===== src/rtl/risk_v_pkg.sv =====
// Shared encodings for the core run controller.
// Run states, halt causes and the EBREAK default.
package risk_v_pkg;

  typedef enum logic [2:0] {
    S_IDLE   = 3'd0,
    S_LOAD   = 3'd1,
    S_RUN    = 3'd2,
    S_HALTED = 3'd3,
    S_STEP   = 3'd4
  } run_state_t;

  typedef enum logic [1:0] {
    HC_NONE   = 2'b00,
    HC_EBREAK = 2'b01,
    HC_BP     = 2'b10,
    HC_CMD    = 2'b11
  } halt_cause_t;

  localparam logic [31:0] HALT_INSTR_DEF = 32'h00100073;

endpackage


===== src/rtl/ld_byte_packer.sv =====
// Byte-to-word assembler for program load: LSB-first packing,
// word pointer, write strobe, overflow flag and load-done pulse.
module ld_byte_packer #(
  parameter int DEPTH = 64,
  parameter int AW    = $clog2(DEPTH)
) (
  input  logic          clk,
  input  logic          reset_n,
  input  logic          clr,
  input  logic          en,
  input  logic          ld_valid,
  input  logic [7:0]    ld_data,
  input  logic          ld_last,
  output logic          imem_we,
  output logic [AW-1:0] imem_waddr,
  output logic [31:0]   imem_wdata,
  output logic          err_overflow,
  output logic          done
);

  logic [AW:0]  ptr;
  logic [1:0]   bcnt;
  logic [23:0]  acc;
  logic [31:0]  merged;
  logic         full;
  logic         take;

  // ptr stops at DEPTH, so its MSB alone marks a full memory
  assign full = ptr[AW];
  assign take = en && ld_valid;

  // acc holds only the bytes seen so far, so upper bytes stay zero
  always_comb begin
    merged = {8'h00, acc}
           | ({24'h0, ld_data} << {bcnt, 3'b000});
  end

  always_ff @(posedge clk or negedge reset_n) begin
    if (!reset_n) begin
      ptr          <= '0;
      bcnt         <= '0;
      acc          <= '0;
      imem_we      <= 1'b0;
      imem_waddr   <= '0;
      imem_wdata   <= '0;
      err_overflow <= 1'b0;
      done         <= 1'b0;
    end else begin
      imem_we <= 1'b0;
      done    <= 1'b0;
      if (clr) begin
        ptr          <= '0;
        bcnt         <= '0;
        acc          <= '0;
        err_overflow <= 1'b0;
      end else if (take) begin
        if (full) begin
          err_overflow <= 1'b1;
        end else if (bcnt == 2'd3 || ld_last) begin
          imem_we    <= 1'b1;
          imem_waddr <= ptr[AW-1:0];
          imem_wdata <= merged;
          ptr        <= ptr + 1'b1;
          bcnt       <= '0;
          acc        <= '0;
        end else begin
          acc  <= merged[23:0];
          bcnt <= bcnt + 2'd1;
        end
        if (ld_last) begin
          done <= 1'b1;
        end
      end
    end
  end

endmodule


===== src/rtl/core_run_ctrl.sv =====
// Run controller: program load, run/halt/step FSM, commit gating,
// breakpoint/EBREAK halt, retired-instruction counter.
module core_run_ctrl
  import risk_v_pkg::*;
#(
  parameter int          IMEM_DEPTH = 64,
  parameter int          CNT_W      = 32,
  parameter logic [31:0] HALT_INSTR = HALT_INSTR_DEF
) (
  input  logic                          clk,
  input  logic                          reset_n,
  input  logic                          cmd_load,
  input  logic                          cmd_run,
  input  logic                          cmd_halt,
  input  logic                          cmd_step,
  input  logic                          ld_valid,
  input  logic [7:0]                    ld_data,
  input  logic                          ld_last,
  output logic                          ld_ready,
  input  logic [31:0]                   PC,
  input  logic [31:0]                   Instr,
  input  logic                          bp_en,
  input  logic [31:0]                   bp_addr,
  output logic                          core_rst_n,
  output logic                          commit_en,
  output logic                          imem_we,
  output logic [$clog2(IMEM_DEPTH)-1:0] imem_waddr,
  output logic [31:0]                   imem_wdata,
  output logic [2:0]                    state,
  output logic [1:0]                    halt_cause,
  output logic [CNT_W-1:0]              instret,
  output logic                          err_overflow
);

  run_state_t  state_q, state_d;
  halt_cause_t cause_q, cause_d;
  logic        mask_q, mask_d;
  logic        rst_q;
  logic [CNT_W-1:0] cnt_q;
  logic        commit;
  logic        ld_clr;
  logic        cnt_clr;
  logic        ld_done;
  logic        pk_en;
  logic        ebreak_hit;
  logic        bp_hit;
  logic        bp_live;

  assign ebreak_hit = (Instr == HALT_INSTR);
  assign bp_hit     = bp_en && (PC == bp_addr);
  assign bp_live    = bp_hit && !mask_q;

  // stop accepting once ld_last is in; the final write is in flight
  assign pk_en    = (state_q == S_LOAD) && !ld_done;
  assign ld_ready = pk_en;

  ld_byte_packer #(
    .DEPTH (IMEM_DEPTH)
  ) u_pack (
    .clk          (clk),
    .reset_n      (reset_n),
    .clr          (ld_clr),
    .en           (pk_en),
    .ld_valid     (ld_valid),
    .ld_data      (ld_data),
    .ld_last      (ld_last),
    .imem_we      (imem_we),
    .imem_waddr   (imem_waddr),
    .imem_wdata   (imem_wdata),
    .err_overflow (err_overflow),
    .done         (ld_done)
  );

  always_comb begin
    state_d = state_q;
    cause_d = cause_q;
    mask_d  = 1'b0;
    commit  = 1'b0;
    ld_clr  = 1'b0;
    cnt_clr = 1'b0;
    unique case (state_q)
      S_IDLE: begin
        if (cmd_run) begin
          state_d = S_RUN;
          cnt_clr = 1'b1;
        end else if (cmd_load) begin
          state_d = S_LOAD;
          ld_clr  = 1'b1;
          cnt_clr = 1'b1;
        end
      end
      S_LOAD: begin
        if (ld_done) begin
          state_d = S_IDLE;
        end
      end
      S_RUN: begin
        commit = !ebreak_hit && !bp_live && !cmd_halt;
        if (!commit) begin
          state_d = S_HALTED;
          if (ebreak_hit)   cause_d = HC_EBREAK;
          else if (bp_live) cause_d = HC_BP;
          else              cause_d = HC_CMD;
        end
      end
      S_HALTED: begin
        if (cmd_step) begin
          state_d = S_STEP;
          cause_d = HC_NONE;
        end else if (cmd_run) begin
          state_d = S_RUN;
          cause_d = HC_NONE;
          mask_d  = 1'b1;
        end else if (cmd_load) begin
          state_d = S_LOAD;
          cause_d = HC_NONE;
          ld_clr  = 1'b1;
          cnt_clr = 1'b1;
        end
      end
      S_STEP: begin
        commit  = !ebreak_hit;
        state_d = S_HALTED;
        cause_d = ebreak_hit ? HC_EBREAK : HC_NONE;
      end
      default: begin
        state_d = S_IDLE;
        cause_d = HC_NONE;
      end
    endcase
  end

  always_ff @(posedge clk or negedge reset_n) begin
    if (!reset_n) begin
      state_q <= S_IDLE;
      cause_q <= HC_NONE;
      mask_q  <= 1'b0;
      rst_q   <= 1'b0;
      cnt_q   <= '0;
    end else begin
      state_q <= state_d;
      cause_q <= cause_d;
      mask_q  <= mask_d;
      // release the core on the same edge it enters RUN
      rst_q   <= (state_d == S_RUN)
              || (state_d == S_HALTED)
              || (state_d == S_STEP);
      if (cnt_clr) begin
        cnt_q <= '0;
      end else if (commit && !(&cnt_q)) begin
        cnt_q <= cnt_q + 1'b1;
      end
    end
  end

  assign commit_en  = commit;
  assign core_rst_n = rst_q;
  assign state      = state_q;
  assign halt_cause = cause_q;
  assign instret    = cnt_q;

endmodule


===== config.mk =====
export PLATFORM = sky130hd
export DESIGN_NAME = core_run_ctrl
export DESIGN_NICKNAME = d
export VERILOG_FILES = /design/src/rtl/risk_v_pkg.sv /design/src/rtl/ld_byte_packer.sv /design/src/rtl/core_run_ctrl.sv
export SDC_FILE = /design/constraint.sdc
export NUM_CORES = 1
export LEC_CHECK = 0
export CAP_MARGIN = 20
export CORE_MARGIN = 3
export CORE_UTILIZATION = 50
export DETAILED_ROUTE_END_ITERATION = 7
export GPL_TIMING_DRIVEN = 0
export HOLD_SLACK_MARGIN = 0.02
export PLACE_DENSITY = 0.86
export SYNTH_ARGS = -nofsm -noshare
export SYNTH_HDL_FRONTEND = slang
export SYNTH_SLANG_ARGS = --single-unit

===== constraint.sdc =====
create_clock -name clk -period 4.25 [get_ports clk]
set_clock_uncertainty 0.1 [all_clocks]
set_input_delay 0.85 -clock clk [delete_from_list [all_inputs] [get_ports clk]]
set_output_delay 0.85 -clock clk [all_outputs]
set_load 0.005 [all_outputs]

==> results of run 1 <==
## logic make-up (layout without fill, tap and decap cells)
| family | after synthesis | count (layout) | share of synthesized area, % |
|---|---|---|---|
| DFF | 113 | 113 | 50.1 |
| adders and majority gates | 3 | 3 | 0.665 |
| AOI/OAI and AO/OA | 164 | 164 | 17.1 |
| xor gates and xnor gates | 36 | 36 | 5.59 |
| and+or+nand+nor | 250 | 250 | 23.0 |
| buffers and inverters | 45 | 270 | 3.57 |
## cell usage in the layout (no fill, tap or decap), types with 7 or more instances in the layout
cell             count
nand4_1             11
nor4_1              14
nand3_1             31
clkbuf_16           17
clkbuf_1            19
inv_1               11
or4_1               16
clkdlybuf4s50_1    191
nand2b_1             7
nand2_1             57
buf_2               12
xor2_1              32
a21oi_1             94
o21ai_0             19
o31ai_1             23
nor2_1              64
dfrtp_1            113
nor3_1               7
and3_1               8
## through the flow
step	util [%]	TNS, ps	total power, mW
after CTS	76.2	0	4.36
after global routing	76.2	0	4.59
after global placement	70.8	-213510	2.96
after floorplan	-	0	2.25
after detailed placement	71.1	-516	3.03
final	76.2	0	4.37
## area by class of cell
class | instances | area (um2) | area share (%)
Sequential cell | 113 | 2830 | 33.9
Clock inverter | 10 | 87.6 | 1.05
Timing Repair Buffer | 194 | 1950 | 23.4
Multi-Input combinational cell | 453 | 2640 | 31.7
Buffer | 32 | 153 | 1.83
Inverter | 12 | 45.0 | 0.540
Clock buffer | 22 | 454 | 5.45
Tap cell | 140 | 175 | 2.10
## repair_timing
action	4_1_cts	5_1_grt
gates resized for setup	4	0
hold buffers	0	0
setup endpoints to repair	1	1
pin swaps	0	2
## how the worst max path moves through the flow
stage,to,slack (ps),cells after the start
after floorplan,commit_en,1100,7
after global placement,instret[29],-1890,1
after detailed placement,commit_en,-520,9
after CTS,commit_en,40,8
after global routing,commit_en,3,8
final,commit_en,140,8
## power groups by stage
stage / registers (mW) / clock network (mW) / logic, mW
2_1_floorplan: 1.54 / 0 / 0.719
3_3_place_gp: 1.55 / 0 / 1.41
3_5_place_dp: 1.56 / 0 / 1.47
4_1_cts: 1.56 / 1.31 / 1.50
5_1_grt: 1.59 / 1.36 / 1.64
6_report: 1.56 / 1.30 / 1.50
## flip-flops by register name, summed over array words and instances, names as in the netlist
| register | cells |
|---|---|
| core_rst_n | 1 |
| halt_cause | 2 |
| instret | 32 |
| mask_q | 1 |
| state | 3 |
| u_pack.acc | 24 |
| u_pack.bcnt | 2 |
| u_pack.done | 1 |
| u_pack.err_overflow | 1 |
| u_pack.imem_waddr | 6 |
| u_pack.imem_wdata | 32 |
| u_pack.imem_we | 1 |
| u_pack.ptr | 7 |
## critical path: cells and delay by family
kind | cells | cell delay, ps
buf+inv | 3 | 980
xor+xnor | 1 | 180
simple gates | 4 | 1140
## routing by layer
layer	routed length [um]	global-route usage, %	up-vias	share of wire [%]
li1	-	-	2634	-
met5	0	0	-	0
met1	6730	33.3	2748	37
met4	648	14.0	0	3.5
met3	1560	6.31	57	8.6
met2	9310	50.1	345	51
==> results.md, run 1 <==
- Status: finished, final reports clean
- Pin count of the biggest net entering global routing: 69
- Leakage: 3.50 nW
- Total Wirelength: 18300 um
- Worst endpoint data arrival time: 3160 ps
- I/O Buffers: 192
- Source of the critical timing path: bp_addr[20]
- Combinational fraction of design power: 34.4%
- RSZ-0062 raised after global routing: no
- Number of nets still failing antenna checks after routing: 0
- Number of buffers added by the clock tree synthesis step: 17
- Worst-path fanout max: 11
- Flop pwr share: 35.8%
- Final slew viol count: 0
- Register area share after synthesis: 50.1%
- Detailed-route wire length per cell: 18.7 um
- Post-layout nets: 939
- Area of the die: 12600 um2
- Distinct cells, synth: 56
- Main flop type after synthesis: dfrtp_1
- Smallest setup slack after layout: 139 ps
- Number of remaining DRC errors: 0
- Cell types with the largest area share after synthesis: dfrtp_1 50%, a21oi_1 8.3%, xor2_1 5.0%
- Effective utilization at floorplan: 51.6%
- Crit-path most repeated cell: clkdlybuf4s50_1
- Register bit total from synthesis: 113
- Worst R2R Path Depth: 9
- Post-CTS Setup Repair Bufs: 0
- Via count of the first global-routing pass: 5855
- Detailed-routing iteration count for the pre-antenna-repair pass: 5
- Cell Area, Synth: 5650 um2
- Number of cells in the design after placement: 945
- Post-synth ARST share: 100%
- Origin of the critical flop-to-flop path: instret[0]
- Share of layout cells above drive strength 1: 7.30%
- Clock-pin slew of the registers on the worst-case setup and hold paths: 50 ps
- Routability congestion estimate: 0.875
- Final worst path period share: 96.7%
- Peak VDD IR: 0.000371 V
- Maximum clock frequency: 243 MHz
- Worst reg2reg setup slack: 1560 ps
- Overall Global Routing Usage: 28.6%
- Latest clock arrival within the worst-skew pair: 420 ps
- Number of enable flip-flop cells after synthesis: 0
- Startpoint class of the critical path: input pin
- Category of the critical setup timing path: input pin to primary output
- Vias per cell: 5.93
- Clock root cell: clkbuf_16
- Initial antenna violation count: 0
- Worst-case hold slack: 345 ps
- Power spent charging and discharging nets: 1.47 mW
- Placement-stage cell area: 7770 um2
- Total via count in the routed design: 5784
- Clock network power share: 29.8%
- Post-Layout Inst Area: 8340 um2
- Highest cell delay on the worst timing path: 450 ps
- Cell-internal power: 2.90 mW
- Clock Sink Count: 113
- Total I/O pin count: 193
- Core footprint: 10900 um2
- Final Setup Violations: 0
- Row count: 38
- Post-Syn Nets: 727
- Drt first-iter violations: 410
- Transition time of the tightest slew-check pin: 722 ps
- FILL cells: 721
- Synthesized area per cell: 9.24 um2
- Post-route insts no fill: 976
- Share of the synthesized area in the top cell type: 50.1%
- Final Hold Vio Count: 0
- N_diodes: 0
- Max-Cap Viols: 0
- Layout area overhead: 47.7%
- Required time of the worst setup path: 3300 ps
- Worst slack after detailed placement: -516 ps
- Worst slew margin relative to its limit: 51.4%
- Most frequent cell after synthesis: dfrtp_1
- Shortest period the worst path allows: 4110 ps
- Commonest cells in the netlist: 113 x dfrtp_1, 94 x a21oi_1, 64 x nor2_1
- Die Width: 112 um
- Overall die height: 112 um
- Total overflow reported by the global router: 0
- Clock tree from TritonCTS: done
- Clock Path Buffers: 2
- Synthesized instance count: 611
- Number of levels in the clock H-tree: 4
- Leading area contributor after synthesis: dfrtp_1
- Yosys synthesis warning count: 0
- Category of the worst setup path capture point: primary output
- HPWL after detailed placement: 13300 um
- Global-route wire length before repair: 28900 um
- Crit-path slowest cell: clkdlybuf4s50_1
- Cell breakdown of the critical path: clkdlybuf4s50_1 -> xor2_1 -> nor4_1 -> nand4b_1 -> nor4_4 -> or2b_4 -> inv_1 -> clkdlybuf4s50_1
- Proportion of total power due to net switching: 33.6%
- Pwr per Cell Area: 524 nW/um2
- Min-Delay Path Class: input pin to asynchronous set/reset pin
- R2r endpoint: instret[21]
Power figures use the tool's default switching activity.
==> run 2: changes to the inputs <==
Settings changed: PLACE_DENSITY 0.86 to 0.87.
==> run 2 against run 1 <==
Effect of this change:
- sequential share of layout area decreased by 0.44 points
- first-iteration DRC count decreased by 4.9%
- count of clock-buffer cells in the layout decreased by 1
- via count decreased by 0.71%
- setup slack improved by 95 ps
- register-to-register slack got worse by 50 ps
- critical path depth unchanged
- hold slack improved by 16 ps
- routed wire length increased by 1.0%
- critical path type unchanged
- highest routed layer unchanged
==> results.md, run 2 (same netlist as run 1, synthesis figures left out) <==
- Most used cells in the layout excluding fill and tap cells: 191 x clkdlybuf4s50_1, 113 x dfrtp_1, 94 x a21oi_1 (unchanged)
- Worst-path fanout max: 11 (unchanged)
- Worst slew margin relative to its limit: 48.4% (was 51.4%)
- Min-Delay Path Class: flip-flop to flip-flop (was input pin to asynchronous set/reset pin)
- Worst R2R Path Depth: 9 (unchanged)
- Clock-pin slew of the registers on the worst-case setup and hold paths: 50 ps (about the same)
- Final core area utilization: 77.2% (was 76.2%)
- Initial antenna violation count: 0 (unchanged)
- Worst reg2reg setup slack: 1510 ps (was 1560 ps)
- Max-Cap Viols: 0 (unchanged)
- Row count: 38 (unchanged)
- Post-Layout Inst Area: 8440 um2 (was 8340 um2)
- Layout area overhead: 49.6% (was 47.7%)
- Transition time of the tightest slew-check pin: 774 ps (was 722 ps)
- Area occupied by multi-input gates: 2640 um2 (unchanged)
- I/O Buffers: 192 (unchanged)
- Die Width: 112 um (unchanged)
- Routability congestion estimate: 0.912 (was 0.875)
- Number of remaining DRC errors: 0 (unchanged)
- Post-layout nets: 939 (unchanged)
- Total I/O pin count: 193 (unchanged)
- Number of buffers added by the clock tree synthesis step: 17 (unchanged)
- Overall die height: 112 um (unchanged)
- RSZ-0062 raised after global routing: no (unchanged)
- Clock tree from TritonCTS: done (unchanged)
- Overall Global Routing Usage: 28.8% (was 28.6%)
- FILL cells: 735 (was 721)
- Status: finished, final reports clean (unchanged)
- Final Setup Violations: 0 (unchanged)
- Total via count in the routed design: 5743 (was 5784)
- Peak VDD IR: 0.000385 V (was 0.000371 V)
- Total Wirelength: 18400 um (was 18300 um)
- Core footprint: 10900 um2 (unchanged)
- Post-route insts no fill: 974 (was 976)
- Placement-stage cell area: 7770 um2 (about the same)
- Vias per cell: 5.90 (was 5.93)
- Clock root cell: clkbuf_16 (unchanged)
- Effective utilization at floorplan: 51.6% (unchanged)
- Number of levels in the clock H-tree: 4 (unchanged)
- Startpoint class of the critical path: input pin (unchanged)
- Global-route wire length before repair: 29200 um (was 28900 um)
- Global-route track usage on met1: 32.9% (was 33.3%)
- Total overflow reported by the global router: 0 (unchanged)
- Global routing usage on met2: 51.8% (was 50.1%)
- Clock Sink Count: 113 (unchanged)
- Detailed-route wire length per cell: 18.9 um (was 18.7 um)
- Category of the worst setup path capture point: primary output (unchanged)
- Worst endpoint data arrival time: 3070 ps (was 3160 ps)
- Final slew viol count: 0 (unchanged)
- HPWL after detailed placement: 13200 um (was 13300 um)
- R2r endpoint: u_pack.ptr[5] (was instret[21])
- Drt first-iter violations: 390 (was 410)
- Detailed-routing iteration count for the pre-antenna-repair pass: 5 (unchanged)
- Final worst path period share: 94.5% (was 96.7%)
- N_diodes: 0 (unchanged)
- Number of cells in the design after placement: 944 (was 945)
- Origin of the critical flop-to-flop path: state[1] (was instret[0])
- Maximum clock frequency: 249 MHz (was 243 MHz)
- Number of nets still failing antenna checks after routing: 0 (unchanged)
- Area of the die: 12600 um2 (unchanged)
- Latest clock arrival within the worst-skew pair: 410 ps (was 420 ps)
- Final Hold Vio Count: 0 (unchanged)
- Share of layout cells above drive strength 1: 7.43% (was 7.30%)
- Total area of sequential cells: 2830 um2 (unchanged)
- Pwr per Cell Area: 548 nW/um2 (was 524 nW/um2)
- Leakage: 3.56 nW (was 3.50 nW)
- Summed negative setup slack over all endpoints: 0 ps (unchanged)
- Pin count of the biggest net entering global routing: 61 (was 69)
- Hold buffer count at CTS: 0 (unchanged)
- Category of the critical setup timing path: input pin to primary output (unchanged)
- Commonest non-fill, non-tap cell in the layout: clkdlybuf4s50_1 (unchanged)
- Grt peak-use layer: met2 (unchanged)
- Capture endpoint of the worst hold path: u_pack.imem_waddr[5]
- M3 GR Usage: 7.39% (was 6.31%)
- Shortest period the worst path allows: 4020 ps (was 4110 ps)
- Required time of the worst setup path: 3300 ps (about the same)
- WHS Path Cells: 2
- Via count of the first global-routing pass: 5860 (was 5855)
- Critical hold path startpoint: u_pack.imem_waddr[5]
- Clock Path Buffers: 2 (unchanged)
## run 2: cell count changes in the layout (fill, tap and decap cells not counted)
cell        delta
clkinvlp_4     -4
clkbuf_1       -3
bufinv_16      +4
buf_2          -1
clkbuf_8       +2
clkinv_4       +2
clkinv_2       -3
clkbuf_2       +1
## run 2: worst max-delay path, stage by stage
cell and delay (ps):
clkdlybuf4s50_1 430, xor2_1 170, nor4_2 300, nand4b_1 220, nor4_4 370, or2b_4 230, inv_1 50, clkdlybuf4s50_1 440
## run 2: how the worst max path moves through the flow
stage / startpoint / end / depth (start not counted)
2_1_floorplan: bp_addr[13] / commit_en / 7
3_3_place_gp: reset_n / u_pack.imem_waddr[1] / 1
3_5_place_dp: bp_addr[20] / commit_en / 9
4_1_cts: bp_addr[20] / commit_en / 8
5_1_grt: bp_addr[20] / commit_en / 8
6_report: PC[28] / commit_en / 8
## run 2: layout make-up
type | count | share of cell area, %
buffer | 32 | 1.81
clock buffer | 21 | 5.57
clock inverter | 9 | 2.13
inverter | 12 | 0.533
multi-input combinational | 453 | 31.3
sequential | 113 | 33.5
tap | 140 | 2.07
timing repair buffer | 194 | 23.1
## run 2: through the flow
step	setup WS [ps]	hold slack [ps]	total power, mW
floorplan	1100	363	2.25
global placement	-1900	353	2.95
detailed placement	-237	356	3.01
CTS	8.91	367	4.62
global route	62.0	393	4.85
finish	233	361	4.63
## run 2: timing repair
item | 4_1_cts | 5_1_grt
setup endpoints to repair | 1 | 1
buffers inserted | 0 | 0
pin swaps | 0 | 3
resized for setup | 1 | 3
## run 2: where the power goes
part	internal [mW]	switching, mW	leakage (nW)
combinational	0.729	0.774	1.76
sequential	1.35	0.200	1.49
clock	1.08	0.491	0.315
## run 2: routing by layer
layer  wire length, um  vias up
met1              6820     2756
met4               479        0
met3              1490       49
li1                  -     2640
met5                 0        -
met2              9650      298
==> run 3: changes to the inputs <==
Settings changed: ABC_AREA from default to 1, CORE_ASPECT_RATIO from default to 1.25, CORE_UTILIZATION 50 to 52, GPL_ROUTABILITY_DRIVEN from default to 0.
==> run 3 against run 2 <==
Effect of this change:
- sequential power shrank 5%
- maximum frequency up 4.0%
- die area is 11% higher
- clock power shrank 9%
- combinational power grew 7%
- utilization down 1.3 points
- non-clock buffer count stayed put
- sequential cell count unchanged
- synthesized area rose by 16%
- final area up 10%
- global-route usage is 0.68 points lower
- critical path depth rose by 6
- critical path type unchanged
- critical endpoint unchanged
- largest power group is now combinational logic
==> results.md, run 3 <==
- Status: finished, final reports clean (unchanged)
- Area of the die: 14000 um2 (was 12600 um2)
- Row count: 45 (was 38)
- Global-route wire length before repair: 31700 um (was 29200 um)
- Share of layout cells above drive strength 1: 9.65% (was 7.43%)
- Detailed-routing iteration count for the pre-antenna-repair pass: 5 (unchanged)
- Clock Path Buffers: 2 (unchanged)
- Final Setup Violations: 0 (unchanged)
- Clock tree from TritonCTS: done (unchanged)
- Total overflow reported by the global router: 0 (unchanged)
- Peak VDD IR: 0.000453 V (was 0.000385 V)
- Worst slew margin relative to its limit: 52.4% (was 48.4%)
- Final worst path period share: 90.9% (was 94.5%)
- Final core area utilization: 76.0% (was 77.2%)
- Drt first-iter violations: 329 (was 390)
- RSZ-0062 raised after global routing: no (unchanged)
- Clock root cell: clkbuf_16 (unchanged)
- Main flop type after synthesis: dfrtp_1 (unchanged)
- Register bit total from synthesis: 113 (unchanged)
- Post-layout nets: 1181 (was 939)
- Smallest setup slack after layout: 386 ps (was 233 ps)
- Overall Global Routing Usage: 28.1% (was 28.8%)
- Vias per cell: 5.33 (was 5.90)
- Effective utilization at floorplan: 53.5% (was 51.6%)
- Overall die height: 132 um (was 112 um)
- Worst-path fanout max: 10 (was 11)
- Number of enable flip-flop cells after synthesis: 0 (unchanged)
- Detailed-route wire length per cell: 15.7 um (was 18.9 um)
- Count of cells resized by post-cts repair: 0 (was 1)
- Layout area overhead: 41.9% (was 49.6%)
- Share of the synthesized area in the top cell type: 43.0% (was 50.1%)
- Number of nets still failing antenna checks after routing: 0 (unchanged)
- Synthesized instance count: 853 (was 611)
- Die Width: 107 um (was 112 um)
- Number of buffers added by the clock tree synthesis step: 17 (unchanged)
- I/O Buffers: 192 (unchanged)
- Most used cells in the layout excluding fill and tap cells: 203 x nand2_1, 191 x clkdlybuf4s50_1, 124 x inv_1 (was 191 x clkdlybuf4s50_1, 113 x dfrtp_1, 94 x a21oi_1)
- Shortest period the worst path allows: 3860 ps (was 4020 ps)
- Latest clock arrival within the worst-skew pair: 410 ps (about the same)
- Clock-pin slew of the registers on the worst-case setup and hold paths: 50 ps (about the same)
- Category of the critical setup timing path: input pin to primary output (unchanged)
- Number of remaining DRC errors: 0 (unchanged)
- Post-synth ARST share: 100% (unchanged)
- Most frequent cell after synthesis: nand2_1 (was dfrtp_1)
- Crit-path most repeated cell: nand2_1 (was clkdlybuf4s50_1)
- Required time of the worst setup path: 3300 ps (about the same)
- Maximum clock frequency: 259 MHz (was 249 MHz)
- Highest cell delay on the worst timing path: 480 ps (was 440 ps)
- Max-Cap Viols: 0 (unchanged)
- Yosys synthesis warning count: 0 (unchanged)
- Startpoint class of the critical path: input pin (unchanged)
- FILL cells: 913 (was 735)
- Total I/O pin count: 193 (unchanged)
- Final slew viol count: 0 (unchanged)
- Initial antenna violation count: 0 (unchanged)
- Final Hold Vio Count: 0 (unchanged)
- Cell types with the largest area share after synthesis: dfrtp_1 43%, nand2_1 12%, inv_1 7.1% (was dfrtp_1 50%, a21oi_1 8.3%, xor2_1 5.0%)
- Total Wirelength: 19500 um (was 18400 um)
- Leading area contributor after synthesis: dfrtp_1 (unchanged)
- Clock Sink Count: 113 (unchanged)
- Distinct cells, synth: 39 (was 56)
- Summed negative setup slack over all endpoints: 0 ps (unchanged)
- Commonest cells in the netlist: 203 x nand2_1, 124 x inv_1, 113 x dfrtp_1 (was 113 x dfrtp_1, 94 x a21oi_1, 64 x nor2_1)
- Register area share after synthesis: 43.0% (was 50.1%)
- Commonest non-fill, non-tap cell in the layout: nand2_1 (was clkdlybuf4s50_1)
- Min-Delay Path Class: flip-flop to flip-flop (unchanged)
- Cell breakdown of the critical path: clkdlybuf4s50_1 -> inv_1 -> nand2_1 -> nand2_1 -> inv_1 -> nand2_1 -> nor2_1 -> nand2_1 -> nor2_1 -> nand3_1 -> nand3_1 -> nand2_2 -> buf_2 -> clkdlybuf4s50_1 (was clkdlybuf4s50_1 -> xor2_1 -> nor4_2 -> nand4b_1 -> nor4_4 -> or2b_4 -> inv_1 -> clkdlybuf4s50_1)
- Leakage: 4.32 nW (was 3.56 nW)
- Pwr per Cell Area: 484 nW/um2 (was 548 nW/um2)
- Post-CTS Setup Repair Bufs: 0 (unchanged)
- Worst endpoint data arrival time: 2910 ps (was 3070 ps)
- Hold buffer count at CTS: 0 (unchanged)
- Crit-path slowest cell: clkdlybuf4s50_1 (unchanged)
- N_diodes: 0 (unchanged)
- Total via count in the routed design: 6625 (was 5743)
- Via count of the first global-routing pass: 6546 (was 5860)
- Worst-case hold slack: 376 ps (was 361 ps)
- Core footprint: 12300 um2 (was 10900 um2)
- HPWL after detailed placement: 14600 um (was 13200 um)
- Synthesized area per cell: 7.71 um2 (was 9.24 um2)
- Number of levels in the clock H-tree: 4 (unchanged)
- Post-Syn Nets: 969 (was 727)
- Worst slack after detailed placement: 386 ps (was -237 ps)
- Transition time of the tightest slew-check pin: 714 ps (was 774 ps)
- Pin count of the biggest net entering global routing: 61 (unchanged)
- Cell Area, Synth: 6570 um2 (was 5650 um2)
- Category of the worst setup path capture point: primary output (unchanged)
[run 3: cell types whose count changed in the layout (fill, tap and decap cells not counted), moves of 28 or more]
cell,change
nand4_1,+28
nand3_1,+38
nand2_1,+146
inv_1,+113
o21ai_1,+36
a21oi_1,-83
[run 3: critical path: cells and delay by family]
| kind | cells | cell delay [ps] |
|---|---|---|
| buf+inv | 5 | 1240 |
| simple gates | 9 | 820 |
[run 3: path summary, 6_finish.rpt]
path                                       from  cells after the start                    end  slack (ps)
max                                  bp_addr[9]                     14              commit_en         390
min                        u_pack.imem_waddr[0]                      2   u_pack.imem_waddr[0]         380
max reg2reg                      u_pack.bcnt[1]                      4         u_pack.acc[10]        2050
min reg2reg                u_pack.imem_waddr[0]                      2   u_pack.imem_waddr[0]         380
max in group asynchronous               reset_n                      2  u_pack.imem_wdata[31]        2900
min in group asynchronous               reset_n                      1            instret[17]         400
[run 3: cell families after synthesis]
group           synth area share, %
simple gates                   29.0
flops                          43.0
buf+inv                        10.4
xor+xnor                       5.60
fa+ha+maj                     0.571
compound gates                 11.4
[run 3: power breakdown]
| part | total [mW] | switching, mW | internal (mW) |
|---|---|---|---|
| clock network | 1.43 | 0.517 | 0.912 |
| logic | 1.60 | 0.879 | 0.722 |
| registers | 1.48 | 0.174 | 1.31 |
| total | 4.51 | 1.57 | 2.94 |
[run 3: cell type report]
class                           count  area (um2)  area share (%)
Tap cell                          164         205            2.20
Sequential cell                   113        2830            30.3
Buffer                             33         184            1.97
Clock buffer                       21         470            5.05
Inverter                          132         500            5.37
Clock inverter                     11         129            1.38
Timing Repair Buffer              193        1950            20.9
Multi-Input combinational cell    575        3060            32.8
[run 3: layer usage]
layer,wire length [um],share of wire (%),global-route usage [%]
met5,0,0,0
met4,709,3.6,12.1
met3,1330,6.8,6.00
met2,10100,52,49.5
met1,7370,38,32.7
[run 3: metrics by stage]
stage | std cells | power (mW) | instance area, um2
finish | 1242 | 4.51 | 9320
global route | 1242 | 4.75 | 9320
CTS | 1242 | 4.52 | 9320
detailed placement | 1210 | 3.06 | 8720
global placement | 1209 | 3.02 | 8700
floorplan | 853 | 2.29 | 6570
